$ cat config.mk
export PLATFORM = sky130hd
export DESIGN_NAME = uart_rcv_param
export DESIGN_NICKNAME = d
export VERILOG_FILES = /design/src/rtl/uart_pkg.sv /design/src/rtl/uart_rx_sync.sv /design/src/rtl/uart_rcv_param.sv
export SDC_FILE = /design/constraint.sdc
export NUM_CORES = 1
export LEC_CHECK = 0
export BUFFER_PORTS_ARGS = -buffer_cell sky130_fd_sc_hd__buf_4
export CAP_MARGIN = 0
export CORE_MARGIN = 2
export CORE_UTILIZATION = 53
export CTS_CLUSTER_DIAMETER = 120
export CTS_CLUSTER_SIZE = 25
export DETAILED_ROUTE_END_ITERATION = 7
export PLACE_DENSITY = 0.8
export SYNTH_ARGS = -nofsm -noshare
export SYNTH_HDL_FRONTEND = slang
export SYNTH_SLANG_ARGS = --single-unit
$ cat constraint.sdc
create_clock -name clk -period 1.82 [get_ports clk]
set_clock_uncertainty 0.1 [all_clocks]
set_input_delay 0.364 -clock clk [delete_from_list [all_inputs] [get_ports clk]]
set_output_delay 0.364 -clock clk [all_outputs]
set_load 0.02 [all_outputs]
$ cat src/rtl/uart_pkg.sv
// Shared types, parity-mode constants and helpers for the parametrised UART receiver.
package uart_pkg;

   typedef enum logic [2:0] {
      S_IDLE,
      S_START,
      S_DATA,
      S_PARITY,
      S_STOP
   } rx_state_t;

   localparam int PAR_NONE = 0;
   localparam int PAR_EVEN = 1;
   localparam int PAR_ODD  = 2;

   function automatic logic maj3(input logic a, input logic b, input logic c);
      return (a & b) | (a & c) | (b & c);
   endfunction

endpackage

$ cat src/rtl/uart_rx_sync.sv
// Two-flop synchroniser for the RX pin plus falling-edge detect on the synchronised line.
module uart_rx_sync (
   input  logic clk,
   input  logic rst_n,
   input  logic rx,
   output logic rxs,
   output logic fall
);

   logic meta_reg;
   logic rxs_reg;
   logic prev_reg;

   // All stages reset high so that reset never looks like a start edge.
   always_ff @(posedge clk) begin
      if (!rst_n) begin
         meta_reg <= 1'b1;
         rxs_reg  <= 1'b1;
         prev_reg <= 1'b1;
      end else begin
         meta_reg <= rx;
         rxs_reg  <= meta_reg;
         prev_reg <= rxs_reg;
      end
   end

   assign rxs  = rxs_reg;
   assign fall = prev_reg & ~rxs_reg;

endmodule

$ cat src/rtl/uart_rcv_param.sv
// Parametrised UART receiver with parity, stop-bit and overrun reporting.
// Build option UART_RCV_MAJORITY_EN selects 2-of-3 majority bit sampling.
module uart_rcv_param
   import uart_pkg::*;
#(
   parameter int DATA_W    = 8,
   parameter int BAUD_DIV  = 2604,
   parameter int PARITY    = 0,
   parameter int STOP_BITS = 1
) (
   input  logic              clk,
   input  logic              rst_n,
   input  logic              RX,
   input  logic              rx_rdy_clr,
   output logic [DATA_W-1:0] rx_data,
   output logic              rx_rdy,
   output logic              frame_err,
   output logic              parity_err,
   output logic              overrun
);

   localparam int CNT_W = $clog2(BAUD_DIV);
   localparam int IDX_W = $clog2(DATA_W + 1);

   logic rxs;
   logic fall;
   logic bit_smp;

   uart_rx_sync u_sync (
      .clk  (clk),
      .rst_n(rst_n),
      .rx   (RX),
      .rxs  (rxs),
      .fall (fall)
   );

`ifdef UART_RCV_MAJORITY_EN
   localparam int MAJ_DLY = 1;

   // hist_reg[0] holds rxs one cycle back, hist_reg[1] two cycles back.
   logic [1:0] hist_reg;

   always_ff @(posedge clk) begin
      if (!rst_n) begin
         hist_reg <= 2'b11;
      end else begin
         hist_reg <= {hist_reg[0], rxs};
      end
   end

   assign bit_smp = maj3(rxs, hist_reg[0], hist_reg[1]);
`else
   localparam int MAJ_DLY = 0;

   assign bit_smp = rxs;
`endif

   // With majority voting every decision lands one cycle after mid-bit; the
   // start decision absorbs that cycle so later bits keep a BAUD_DIV spacing.
   localparam logic [CNT_W-1:0] START_PT  = CNT_W'(BAUD_DIV / 2 + MAJ_DLY);
   localparam logic [CNT_W-1:0] BIT_PT    = CNT_W'(BAUD_DIV - 1);
   localparam logic [CNT_W-1:0] CNT_ONE   = CNT_W'(1);
   localparam logic [IDX_W-1:0] IDX_ONE   = IDX_W'(1);
   localparam logic [IDX_W-1:0] LAST_DATA = IDX_W'(DATA_W - 1);
   localparam logic [IDX_W-1:0] LAST_STOP = IDX_W'(STOP_BITS - 1);

   rx_state_t         state_reg;
   logic [CNT_W-1:0]  cnt_reg;
   logic [IDX_W-1:0]  idx_reg;
   logic [DATA_W-1:0] shift_reg;
   logic              ferr_reg;
   logic              perr_reg;
   logic              par_exp;

   assign par_exp = (PARITY == PAR_ODD)  ? ~(^shift_reg) :
                    (PARITY == PAR_EVEN) ?   ^shift_reg   : 1'b0;

   always_ff @(posedge clk) begin
      if (!rst_n) begin
         state_reg  <= S_IDLE;
         cnt_reg    <= '0;
         idx_reg    <= '0;
         shift_reg  <= '0;
         ferr_reg   <= 1'b0;
         perr_reg   <= 1'b0;
         rx_data    <= '0;
         rx_rdy     <= 1'b0;
         frame_err  <= 1'b0;
         parity_err <= 1'b0;
         overrun    <= 1'b0;
      end else begin
         if (rx_rdy_clr) begin
            rx_rdy  <= 1'b0;
            overrun <= 1'b0;
         end

         case (state_reg)
            S_IDLE: begin
               if (fall) begin
                  cnt_reg   <= '0;
                  state_reg <= S_START;
               end
            end

            S_START: begin
               if (cnt_reg == START_PT) begin
                  cnt_reg <= '0;
                  if (bit_smp) begin
                     state_reg <= S_IDLE;
                  end else begin
                     idx_reg   <= '0;
                     ferr_reg  <= 1'b0;
                     perr_reg  <= 1'b0;
                     state_reg <= S_DATA;
                  end
               end else begin
                  cnt_reg <= cnt_reg + CNT_ONE;
               end
            end

            S_DATA: begin
               if (cnt_reg == BIT_PT) begin
                  cnt_reg   <= '0;
                  shift_reg <= {bit_smp, shift_reg[DATA_W-1:1]};
                  if (idx_reg == LAST_DATA) begin
                     idx_reg   <= '0;
                     state_reg <= (PARITY != PAR_NONE) ? S_PARITY : S_STOP;
                  end else begin
                     idx_reg <= idx_reg + IDX_ONE;
                  end
               end else begin
                  cnt_reg <= cnt_reg + CNT_ONE;
               end
            end

            S_PARITY: begin
               if (cnt_reg == BIT_PT) begin
                  cnt_reg   <= '0;
                  perr_reg  <= (bit_smp != par_exp);
                  idx_reg   <= '0;
                  state_reg <= S_STOP;
               end else begin
                  cnt_reg <= cnt_reg + CNT_ONE;
               end
            end

            S_STOP: begin
               if (cnt_reg == BIT_PT) begin
                  cnt_reg <= '0;
                  if (!bit_smp) begin
                     ferr_reg <= 1'b1;
                  end
                  if (idx_reg == LAST_STOP) begin
                     // Commit overrides any simultaneous clear of rx_rdy/overrun.
                     rx_data    <= shift_reg;
                     frame_err  <= ferr_reg | ~bit_smp;
                     parity_err <= perr_reg;
                     rx_rdy     <= 1'b1;
                     overrun    <= rx_rdy_clr ? 1'b0 : (overrun | rx_rdy);
                     idx_reg    <= '0;
                     state_reg  <= S_IDLE;
                  end else begin
                     idx_reg <= idx_reg + IDX_ONE;
                  end
               end else begin
                  cnt_reg <= cnt_reg + CNT_ONE;
               end
            end

            default: state_reg <= S_IDLE;
         endcase
      end
   end

endmodule

; ---- Word level (Yosys, flattened, before mapping)
; Index checks and enable logic that the tools add are counted.
[totals]
word_cells = 87
register_bits = 44
in_bits = 4
out_inout_bits = 12
[classes]
n_reduce_logical = 14
n_eq_ne = 16
n_mux = 37
addsub = 2
bitwise = 4
[op_table]
columns = cell, n
row1 = 12-bit two-way mux, 3
row2 = 12-bit case mux with 3 select lines, 1
row3 = 4-bit two-way mux, 7
row4 = 3-bit two-way mux, 7
row5 = 2-bit != test (second input constant), 9
row6 = 4-bit case mux with 4 select lines, 1
row7 = 3-bit case mux with 5 select lines, 1
row8 = 1-bit two-way mux, 14
row9 = 12-bit by 1-bit adder with 12-bit output (second input constant), 1
row10 = 12-bit by 11-bit == test with 1-bit output (second input constant), 1
row11 = 12-bit == test (second input constant), 1
row12 = 7-bit AND reduction, 1
row13 = 3-bit by 2-bit == test with 1-bit output (second input constant), 2
row14 = 6-bit AND reduction, 1
row15 = 5-bit AND reduction, 1
row16 = 4-bit by 1-bit adder with 4-bit output (second input constant), 1
row17 = 4-bit by 3-bit == test with 1-bit output (second input constant), 1
row18 = 4-bit logical NOT, 1
row19 = 1-bit case mux with 2 select lines, 2
row20 = 2-bit AND reduction, 2
row21 = 4-bit AND reduction, 1
row22 = 2-bit nonzero test, 2
row23 = 4-bit nonzero test, 1
row24 = 3-bit by 1-bit == test with 1-bit output (second input constant), 1
row25 = 9 further kinds, 10

; ---- Longest topological paths before layout
[logic_depth]
ltp_word = 5
ltp_mapped = 8

; ---- Hierarchy
; From an unflattened synthesis, not the netlist that was laid out.
[hier_totals]
cells_unflattened = 252
hier_area_um2 = 2062.0
[by_module_without_submodules]
columns = mod, instances, cells_each, area_per_inst_um2
row1 = uart_rcv_param, 1, 245, 1976.9
row2 = uart_rx_sync, 1, 7, 85.1

; ---- Worst setup path before layout
; OpenSTA, ideal clock, no wires.
[synth_timing]
kind = register to register
start = reg idx_reg[0]
end = reg rx_data[0]
setup_time_ns = 0.128
slack_ns = -0.111
required_ns = 1.592
arrival_time_ns = 1.704
path_stages_with_launch = 8
cell_sequence = dfxtp_1 inv_1 ha_1 or3b_2 nor3_2 buf_4 mux2i_1 nor2_1
[synth_via]
elab_chain_len = 2
[synth_rtl]
columns = element, line_no
row1 = start: declaration, uart_rcv_param.sv:69  ; logic [IDX_W-1:0] idx_reg;
row2 = start signal: assignment, uart_rcv_param.sv:129  ; idx_reg <= idx_reg + IDX_ONE;
row3 = start signal: assignment, uart_rcv_param.sv:163  ; idx_reg <= idx_reg + IDX_ONE;
row4 = 4-bit logical NOT, uart_rcv_param.sv:153  ; if (idx_reg == LAST_STOP) begin
row5 = 3-bit AND reduction (no source line), --
row6 = end signal: assignment, uart_rcv_param.sv:155  ; rx_data <= shift_reg;
row7 = end: declaration, uart_rcv_param.sv:15  ; output logic [DATA_W-1:0] rx_data,
; No other way between the ends.
; A chain may end at the register's enable or synchronous reset.

; ---- Worst setup path in the final report
[layout_timing]
start = reg cnt_reg[4]
end = reg idx_reg[3]
[layout_via]
elab_chain_len = 3
elab_cells_between_ends = 7
cone_classes = eq/ne: 6 / reduce/logical: 1
[layout_rtl]
columns = element, line_no
row1 = start: declaration, uart_rcv_param.sv:68  ; logic [CNT_W-1:0] cnt_reg;
row2 = start signal: assignment, uart_rcv_param.sv:117  ; cnt_reg <= cnt_reg + CNT_ONE;
row3 = start signal: assignment, uart_rcv_param.sv:132  ; cnt_reg <= cnt_reg + CNT_ONE;
row4 = start signal: assignment, uart_rcv_param.sv:143  ; cnt_reg <= cnt_reg + CNT_ONE;
row5 = 12-bit == test / 12-bit by 11-bit == test with 1-bit output (equally long branches), --
row6 = 2-bit != test (no source line), --
row7 = 6-bit AND reduction (no source line) (*), --
; Every way passes the cells marked *; elsewhere a longest branch is shown, timed or not.

==> results by group <==
Run status
  – Status: complete, but fails checks
  – Violated checks: negative setup slack

Synthesis
  – Number of synthesized flops with an enable pin: 0
  – Top_reg_cell synth: dfxtp_1
  – Synth top cells by count: dfxtp_1, nor2_1, nand2_1
  – #FFs+latches synth: 44
  – Cell area after synthesis: 0.00208 mm²
  – Average size of a mapped cell: 9.01 µm²
  – Share of the synthesized area in the top cell type: 0.423
  – Sequential area share after synthesis: 0.423
  – Async set-reset flop share out of synthesis: 0
  – Area leader, netlist: dfxtp_1
  – Post-Syn Nets: 239
  – Most frequent cell after synthesis: dfxtp_1
  – Syn. warnings: 0
  – Top cells by area, synth: dfxtp_1, mux2i_1, nor2_1
  – Synth cell types: 54
  – Mapped Cells: 231

Hold path
  – Hold crit path type: input pin to register
  – Worst Hold Launch: rx_rdy_clr
  – Hold Path Cell Cnt: 2
  – Hold Path End: overrun$_SDFF_PN0_

Worst setup path
  – Worst R2R Setup Slack: -0.07 ns
  – Cell family with most CP delay: compound AO/OA/AOI/OAI gates
  – Slowest cell on crit path: or3b_1
  – Critical path buffer and inverter count: 2
  – Critical path depth: 7
  – Startpoint Class: register
  – Critical R2R Capture: idx_reg[3]$_SDFFE_PN0P_
  – RR Startpoint: cnt_reg[4]$_SDFFE_PN0P_
  – Crit path cell chain: or3b_1, o31a_1, buf_4, a21oi_2, buf_6, a21oi_2, a31o_1
  – CP arrival: 2.00 ns
  – CP Max Fanout: 8
  – Critical path's largest stage delay: 0.38 ns
  – Crit end category: register
  – Critical path type: register to register
  – Most frequent CP cell: a21oi_2
  – Cells on worst reg2reg path: 7
  – Required @ worst endpoint: 1.93 ns

Power and ir drop
  – Leak pwr: 1.18 nW
  – Overall Power: 1.90 mW
  – P per Cell Area: 634 mW/mm²
  – Max VDD drop: 554 µV

Drt
  – Routed WL: 5750 µm
  – DRC: 0
  – DRT Pass-1 Iters: 5
  – Initial drt markers: 104
  – WL per Instance: 16.7 µm
  – Vias per cell: 5.67
  – Via count: 1950
  – Routed Antenna Nets: 0

CTS
  – TritonCTS clock tree: done
  – Worst skew pair latency: 0.31 ns
  – Hold buffers post-CTS: 0
  – Root Buffer Master: clkbuf_8
  – CTS Sinks: 44
  – H-tree depth: 2
  – Worst-path clk slew: 0.09 ns
  – Total CTS buffers: 5
  – Bufs on Longest Clock Path: 2

STA
  – Fin Hold WS: 0.117 ns
  – Fmax: 528 MHz
  – Final setup fails: 25
  – Fin crit period: 1.89 ns
  – Rel. slew slack: 0.644
  – Hold Fails Final Rpt: 0
  – Slew @ Worst Pin: 0.534 ns
  – Crit share post-route: 1.04
  – Max Transition Viols Final: 0
  – Unrepaired setup endpoints after global routing: true
  – Fin worst setup slack: -0.0745 ns

Floorplanning
  – IO Pins: 16
  – Die span in x: 66.7 µm
  – Core area: 0.00372 mm²
  – DIE AREA: 0.00445 mm²
  – Initial Utilization: 0.560
  – Rows: 22
  – Height of the die: 66.7 µm

GRT
  – Pin count of the biggest net entering global routing: 15
  – Vias in the first global route: 1878
  – First-pass GRT wire length: 8560 µm
  – GRT Total Usage: 0.254
  – Initial antenna violation count: 0
  – GR Overflow Total: 0

Final layout
  – Final nets: 303
  – Share of cells above drive strength 1: 0.419
  – Multi-input gate area: 0.00134 mm²
  – Final Non-Filler Cells: 344
  – Antenna diode count: 0
  – Area grow syn2layout: 43.6%
  – Fill count: 239
  – Register area: 903 µm²
  – Max reg flops: 12
  – Post-Route Utilization: 0.804

Placed design
  – GPL Wtd Cong: 0.854
  – DP Wirelength: 3160 µm
  – Placed cell count: 316
  – Port bufs: 15
  – Placement Setup Slack: -0.160 ns

Job
  – Max-cap check violation count: 0
-- repair_timing --
item / 4_1_cts / 5_1_grt
pin swaps: 10 / 24
setup buffers: 8 / 11
endpoints found under the setup margin: 29 / 40
resized for setup: 25 / 39
gates cloned: 2 / 0
-- cells in the final DEF, fill, tap and decap left out, types with 6 or more instances in the layout --
| cell type | count |
|---|---|
| dfxtp_1 | 32 |
| nand2_1 | 17 |
| inv_1 | 6 |
| dfxtp_2 | 9 |
| mux2i_1 | 17 |
| nor2_1 | 36 |
| nand3_1 | 9 |
| buf_6 | 7 |
| buf_4 | 56 |
-- per-layer routing --
layer,track usage,vias to the layer above,part of all wire
li1,-,949,-
met2,0.419,50,0.49
met5,0,-,0
met4,0.120,0,0.036
met3,0.0439,20,0.033
met1,0.321,931,0.44
-- power breakdown --
part / leakage (nW) / internal [mW] / switching [mW] / total [mW]
combinational: 0.767 / 0.0691 / 0.0888 / 0.158
clock: 0.0541 / 0.406 / 0.354 / 0.760
sequential: 0.362 / 0.967 / 0.0108 / 0.978
total: 1.18 / 1.44 / 0.454 / 1.90
-- worst max path at each step --
stage	from	to	slack, ns
after floorplan	idx_reg[0]$_SDFFE_PN0P_	rx_data[0]$_SDFFE_PN0P_	0.003
after global placement	cnt_reg[3]$_SDFFE_PN0P_	cnt_reg[9]$_SDFFE_PN0P_	-0.05
after detailed placement	cnt_reg[0]$_SDFFE_PN0P_	perr_reg$_SDFFE_PN0P_	-0.16
after CTS	idx_reg[1]$_SDFFE_PN0P_	parity_err$_SDFFE_PN0P_	-0.07
after global routing	cnt_reg[0]$_SDFFE_PN0P_	idx_reg[3]$_SDFFE_PN0P_	-0.14
final	cnt_reg[4]$_SDFFE_PN0P_	idx_reg[3]$_SDFFE_PN0P_	-0.07
-- kinds of logic after synthesis --
kind of cell,share of synthesized area
AO/OA/AOI/OAI,0.121
XOR/XNOR,0.0337
adder cells (fa/ha/maj),0.0240
buffers and inverters,0.0373
flip-flops,0.423
multiplexers,0.0817
AND/OR/NAND/NOR,0.279
-- final cells by class --
cell class,instances,area share
Sequential cell,44,0.302
Inverter,8,0.0100
Clock inverter,3,0.0142
Timing Repair Buffer,65,0.182
Clock buffer,5,0.0230
Tap cell,48,0.0201
Multi-Input combinational cell,171,0.448
-- stage by stage --
stage	setup TNS, ns	area (µm²)
after floorplan	0	2100
after global routing	-2.79	2990
after detailed placement	-1.32	2460
after CTS	-0.283	2750
after global placement	-0.344	2460
final	-0.961	2990
-- worst register-to-register path: stages, from the launching register on --
cell     delay, ns
dfxtp_1       0.37
or3b_1        0.38
o31a_1        0.31
buf_4         0.16
a21oi_2       0.11
buf_6         0.15
a21oi_2       0.06
a31o_1        0.17
Note: power is estimated with default switching activity, not from simulation.
